**src/rtl/scoreboard_pkg.sv**
```systemverilog
// scoreboard_pkg: widths, limits and score-op decoding shared by the
// score, binary-to-decimal and display stages of the scoreboard path.
package scoreboard_pkg;
   localparam int SCORE_W           = 8;
   localparam int MAX_SCORE_DEFAULT = 99;
   localparam int DB_CNT_W          = 20;

   typedef enum logic [1:0] {OP_HOLD, OP_INC, OP_DEC, OP_CLR} score_op_e;

   // clear dominates; opposing inc/dec cancel out
   function automatic score_op_e decode_op(input logic inc, input logic dec, input logic clr);
      return clr ? OP_CLR : (inc && !dec) ? OP_INC : (dec && !inc) ? OP_DEC : OP_HOLD;
   endfunction
endpackage

```
**src/rtl/btn_debounce.sv**
```systemverilog
// btn_debounce: 2-FF synchroniser, stable-level debouncer and rising-edge
// pulse for one raw asynchronous push button.
module btn_debounce
   import scoreboard_pkg::*;
#(
   parameter int DEBOUNCE_CYCLES = 50000
) (
   input  logic clk_i,
   input  logic rst_i,
   input  logic btn_i,
   output logic level_o,
   output logic rise_o
);
   logic [1:0]          sync;
   logic [DB_CNT_W-1:0] cnt;
   logic                db;
   logic                db_q;

   // the level is only accepted after DEBOUNCE_CYCLES consecutive differing samples
   always_ff @(posedge clk_i or posedge rst_i) begin
      if (rst_i) begin
         sync <= '0;
         cnt  <= '0;
         db   <= 1'b0;
         db_q <= 1'b0;
      end else begin
         sync <= {sync[0], btn_i};
         db_q <= db;
         if (sync[1] == db) cnt <= '0;
         else if (cnt == DB_CNT_W'(DEBOUNCE_CYCLES - 1)) begin
            db  <= sync[1];
            cnt <= '0;
         end else cnt <= cnt + 1'b1;
      end
   end

   assign level_o = db;
   assign rise_o  = db & ~db_q;
endmodule

```
**src/rtl/score_counter.sv**
```systemverilog
// score_counter: debounced inc/dec/clear buttons driving a saturating
// 0..MAX_SCORE score with a one-cycle pulse on every actual change.
module score_counter
   import scoreboard_pkg::*;
#(
   parameter int DEBOUNCE_CYCLES = 50000,
   parameter int MAX_SCORE       = MAX_SCORE_DEFAULT
) (
   input  logic               clk_i,
   input  logic               rst_i,
   input  logic               inc_btn_i,
   input  logic               dec_btn_i,
   input  logic               clr_btn_i,
   output logic [SCORE_W-1:0] score_o,
   output logic               changed_o
);
   logic               inc_ev;
   logic               dec_ev;
   logic               clr_ev;
   score_op_e          op;
   logic [SCORE_W-1:0] next_score;

   btn_debounce #(.DEBOUNCE_CYCLES(DEBOUNCE_CYCLES)) u_inc (
      .clk_i(clk_i), .rst_i(rst_i), .btn_i(inc_btn_i), .level_o(), .rise_o(inc_ev)
   );
   btn_debounce #(.DEBOUNCE_CYCLES(DEBOUNCE_CYCLES)) u_dec (
      .clk_i(clk_i), .rst_i(rst_i), .btn_i(dec_btn_i), .level_o(), .rise_o(dec_ev)
   );
   btn_debounce #(.DEBOUNCE_CYCLES(DEBOUNCE_CYCLES)) u_clr (
      .clk_i(clk_i), .rst_i(rst_i), .btn_i(clr_btn_i), .level_o(), .rise_o(clr_ev)
   );

   // limits are checked before stepping, so 8-bit arithmetic never wraps
   always_comb begin
      op         = decode_op(inc_ev, dec_ev, clr_ev);
      next_score = op == OP_CLR ? '0 :
                   (op == OP_INC && score_o < SCORE_W'(MAX_SCORE)) ? score_o + 1'b1 :
                   (op == OP_DEC && score_o != '0) ? score_o - 1'b1 : score_o;
   end

   always_ff @(posedge clk_i or posedge rst_i) begin
      if (rst_i) begin
         score_o   <= '0;
         changed_o <= 1'b0;
      end else begin
         score_o   <= next_score;
         changed_o <= next_score != score_o;
      end
   end
endmodule

```
**config.mk**
```make
export PLATFORM = sky130hd
export DESIGN_NAME = score_counter
export DESIGN_NICKNAME = d
export VERILOG_FILES = /design/src/rtl/scoreboard_pkg.sv /design/src/rtl/btn_debounce.sv /design/src/rtl/score_counter.sv
export SDC_FILE = /design/constraint.sdc
export NUM_CORES = 1
export LEC_CHECK = 0
export BUFFER_PORTS_ARGS = -buffer_cell sky130_fd_sc_hd__clkbuf_2
export CORE_MARGIN = 5
export CORE_UTILIZATION = 40
export CTS_BUF_LIST = sky130_fd_sc_hd__clkbuf_4
export CTS_CLUSTER_DIAMETER = 120
export CTS_CLUSTER_SIZE = 20
export DETAILED_ROUTE_END_ITERATION = 7
export SLEW_MARGIN = 15
export SYNTH_ARGS = -nofsm -noshare
export SYNTH_HDL_FRONTEND = slang
export SYNTH_HIERARCHICAL = 1
export SYNTH_SLANG_ARGS = --single-unit
```
**constraint.sdc**
```tcl
create_clock -name clk_i -period 3.6 [get_ports clk_i]
set_input_delay 0.18 -clock clk_i [delete_from_list [all_inputs] [get_ports clk_i]]
set_output_delay 0.18 -clock clk_i [all_outputs]
set_load 0.01 [all_outputs]
```
==> flow_metrics.py <==
metrics = {
    "global_route": {
        "antenna_found_initial": 0,
        "grt_overflow": 0,
        "grt_pass1_vias": 2895,
        "grt_max_degree": 25,
        "gr-usage-all-layers_pct": 13.20,
        "grt_pass1_wl_um": 13740,
    },
    "floorplanning": {
        "core_region_area_sq_um": 10140,
        "start_util_pct": 40.39,
        "rows": 37,
        "die_area_sq_um": 12360,
        "die_x_um": 111.2,
        "pin_count": 14,
        "fp.dieH_um": 111.2,
    },
    "yosys": {
        "synth_edf_count": 0,
        "syn_nets": 406,
        "avgSynthCellArea_sq_um": 10.34,
        "yosysWarnings": 6,
        "seq_area_frac_synth_pct": 49.50,
        "yosysUniqueCellTypes": 45,
        "synth_cells": 396,
        "synthFlopType": "dfrtp_1",
        "async_flop_share_pct": 100.0,
        "ys_ff_latch": 81,
        "syn_area_sq_um": 4095,
    },
    "power_and_ir_drop": {
        "p_per_area_nw_per_um2": 330.8,
        "leakagePower_uw": 0.001878,
        "ir_worst_vdd_uv": 141.3,
    },
    "status": {
        "status": "finished, final reports clean",
    },
    "timing": {
        "slew_headroom_pct": 32.80,
        "hold_viol_final": 0,
        "drv_slew": 0,
        "setup_viol": 0,
        "finalClockSkew_ns": 0.01901,
        "finalCriticalPeriod_ns": 2.168,
        "worst_slew_pin_slew_ns": 1.005,
        "grt_setup_unrepaired": "no",
        "timing.final.crit_share_pct": 60.21,
        "fmax_mhz": 461.3,
        "setup_tns_ns": 0,
    },
    "setup_path": {
        "cp_slowest_cell": "o41ai_4",
        "path_class": "reg -> reg",
        "end_kind": "flip-flop",
        "cp_max_fo": 19,
        "cp_slowest_stage_delay_ns": 0.83,
        "crit_path_start_kind": "flip-flop",
        "cp.arrival_ns": 2.43,
        "cp.required_ns": 3.87,
        "cp_cell_sequence": "nor4b_1 -> nand4_1 -> o41ai_4 -> a21oi_1",
    },
    "finish": {
        "final_nets": 429,
        "fillers": 956,
        "fin_area_sq_um": 4442,
        "syn_to_final_growth_pct": 8.463,
        "final_common_cell": "dfrtp_1",
        "layout-drive-gt1-share_pct": 12.74,
        "n_antenna_cell": 0,
        "layout_common_cells": "dfrtp_1 (81), nor2_1 (54), xnor2_1 (25)",
    },
    "detailed_routing": {
        "wl_per_cell_um": 13.43,
        "drt_pass1_iterations": 4,
        "wirelength_um": 7522,
        "ant_nets": 0,
        "vias": 2914,
        "vias_per_cell": 5.204,
        "drcViolationCount": 0,
        "drtIter0Drc": 155,
    },
    "cts": {
        "cts_sinks": 81,
        "clk_pin_slew_ns": 0.15,
        "clk_path_buf_depth": 2,
        "cts_made_buffers": 9,
        "cts_tree": "yes",
        "post_cts_buffers": 0,
        "insertion_delay_ns": 0.43,
        "root_buffer": "clkbuf_4",
        "htreeDepth": 3,
    },
    "placed_design": {
        "place_area_sq_um": 4282,
        "gp_congestion": 0.8715,
        "port_buffers": 13,
        "dpl.hpwl_um": 5321,
    },
    "run": {
        "maxCapViolCount": 0,
    },
    "hold_path": {
        "hold_class": "in -> async",
    },
}
stage by stage:
stage / setup WS [ns] / std cells / hold slack (ns) / power [uW] / utilization, %
2_1_floorplan: 1.870 / 396 / 0.007918 / 990.1 / -
3_3_place_gp: 1.445 / 540 / 0.2152 / 1004 / 42.23
3_5_place_dp: 1.458 / 540 / 0.2334 / 1004 / 42.23
4_1_cts: 1.426 / 560 / 0.3055 / 1493 / 43.81
5_1_grt: 1.201 / 560 / 0.3508 / 1548 / 43.81
6_report: 1.432 / 560 / 0.2912 / 1469 / 43.81
where the power goes:
part           internal (uW)  switching, uW  leakage (uW)  total [uW]
registers                921           10.9       0.00111         932
logic                   16.2           39.2      0.000710        55.4
clock network            146            335     0.0000570         482
logic make-up after synthesis:
logic type,synth area share [%]
xor gates and xnor gates,10.48
DFF,49.50
buffers and inverters,3.025
AOI/OAI and AO/OA,8.433
and+or+nand+nor,26.21
muxes,0.8249
adders and majority gates,1.528
flip-flops by register name, indices dropped and copies added, names as in the netlist:
signal	count
u_inc/sync	2
u_dec/db_q	1
u_inc/db_q	1
u_clr/cnt	20
changed_o	1
u_inc/level_o	1
u_clr/db_q	1
u_dec/level_o	1
u_clr/sync	2
u_dec/cnt	20
u_dec/sync	2
u_inc/cnt	20
u_clr/level_o	1
score_o	8
final timing paths:
| check | start | endpoint | slack, ns | depth (start not counted) |
|---|---|---|---|---|
| setup / recovery | u_clr/cnt[12] | u_clr/cnt[16] | 1.43 | 4 |
| max in group asynchronous | rst_i | u_clr/db_q | 2.50 | 3 |
| setup reg to reg | u_clr/cnt[12] | u_clr/cnt[16] | 1.43 | 4 |
| hold / removal | rst_i | changed_o | 0.29 | 3 |
| min in group clk_i | u_inc/sync[0] | u_inc/sync[1] | 0.37 | 0 |
| hold reg to reg | u_inc/sync[0] | u_inc/sync[1] | 0.37 | 0 |
routing by layer:
layer  up-vias  global-route usage [%]  part of all wire, %  wire [um]
li1       1450                       -                    -          -
met1      1421                   18.57                   50       3758
met2        34                   20.10                   46       3446
met3         9                   2.566                  2.8        207
met4         0                   5.191                  1.5        110
met5         -                       0                    0          0
timing repair:
action | CTS | global route
hold buffers | 4 | 0
resized for setup | 0 | 0
hold endpoints to repair | 49 | 0
setup endpoints to repair | 0 | 0
cells in the mapped netlist, types with 2 or more instances:
cell type | count | area, sq um
nand3_1 | 16 | 80.08
o21ai_0 | 16 | 80.08
nor4b_1 | 3 | 26.28
dfrtp_1 | 81 | 2027
o31ai_2 | 2 | 25.02
and4_2 | 3 | 30.03
buf_6 | 4 | 45.04
nand2_1 | 18 | 67.56
nor2_1 | 54 | 202.7
nand4_1 | 19 | 118.9
nor2b_1 | 4 | 25.02
and2_1 | 3 | 18.77
mux2_2 | 3 | 33.78
or2_2 | 3 | 18.77
and2_2 | 3 | 22.52
inv_1 | 18 | 67.56
o41ai_4 | 3 | 82.58
a21oi_1 | 15 | 75.07
or3_1 | 15 | 93.84
nor3_1 | 8 | 40.04
and3_1 | 9 | 56.30
nor4_1 | 13 | 81.33
nand4b_1 | 3 | 26.28
and4_1 | 6 | 52.55
and4bb_2 | 3 | 37.54
xor2_1 | 24 | 210.2
xnor2_1 | 25 | 219.0
ha_1 | 5 | 62.56
area by class of cell:
class,count,area (sq um),share of cell area [%]
sequential,81,2027,45.63
multi-input combinational,291,1944,43.77
tap,136,170.2,3.831
timing repair buffer,18,112.6,2.535
clock buffer,9,67.56,1.521
inverter,18,67.56,1.521
clock inverter,7,52.55,1.183
worst max-delay path, delay by kind of cell, from the launching register on:
kind / cells / cell delay (ns)
AOI/OAI and AO/OA: 2 / 0.95
DFF: 1 / 0.45
and+or+nand+nor: 2 / 0.61
No activity file was read; power rests on OpenSTA's default activity.
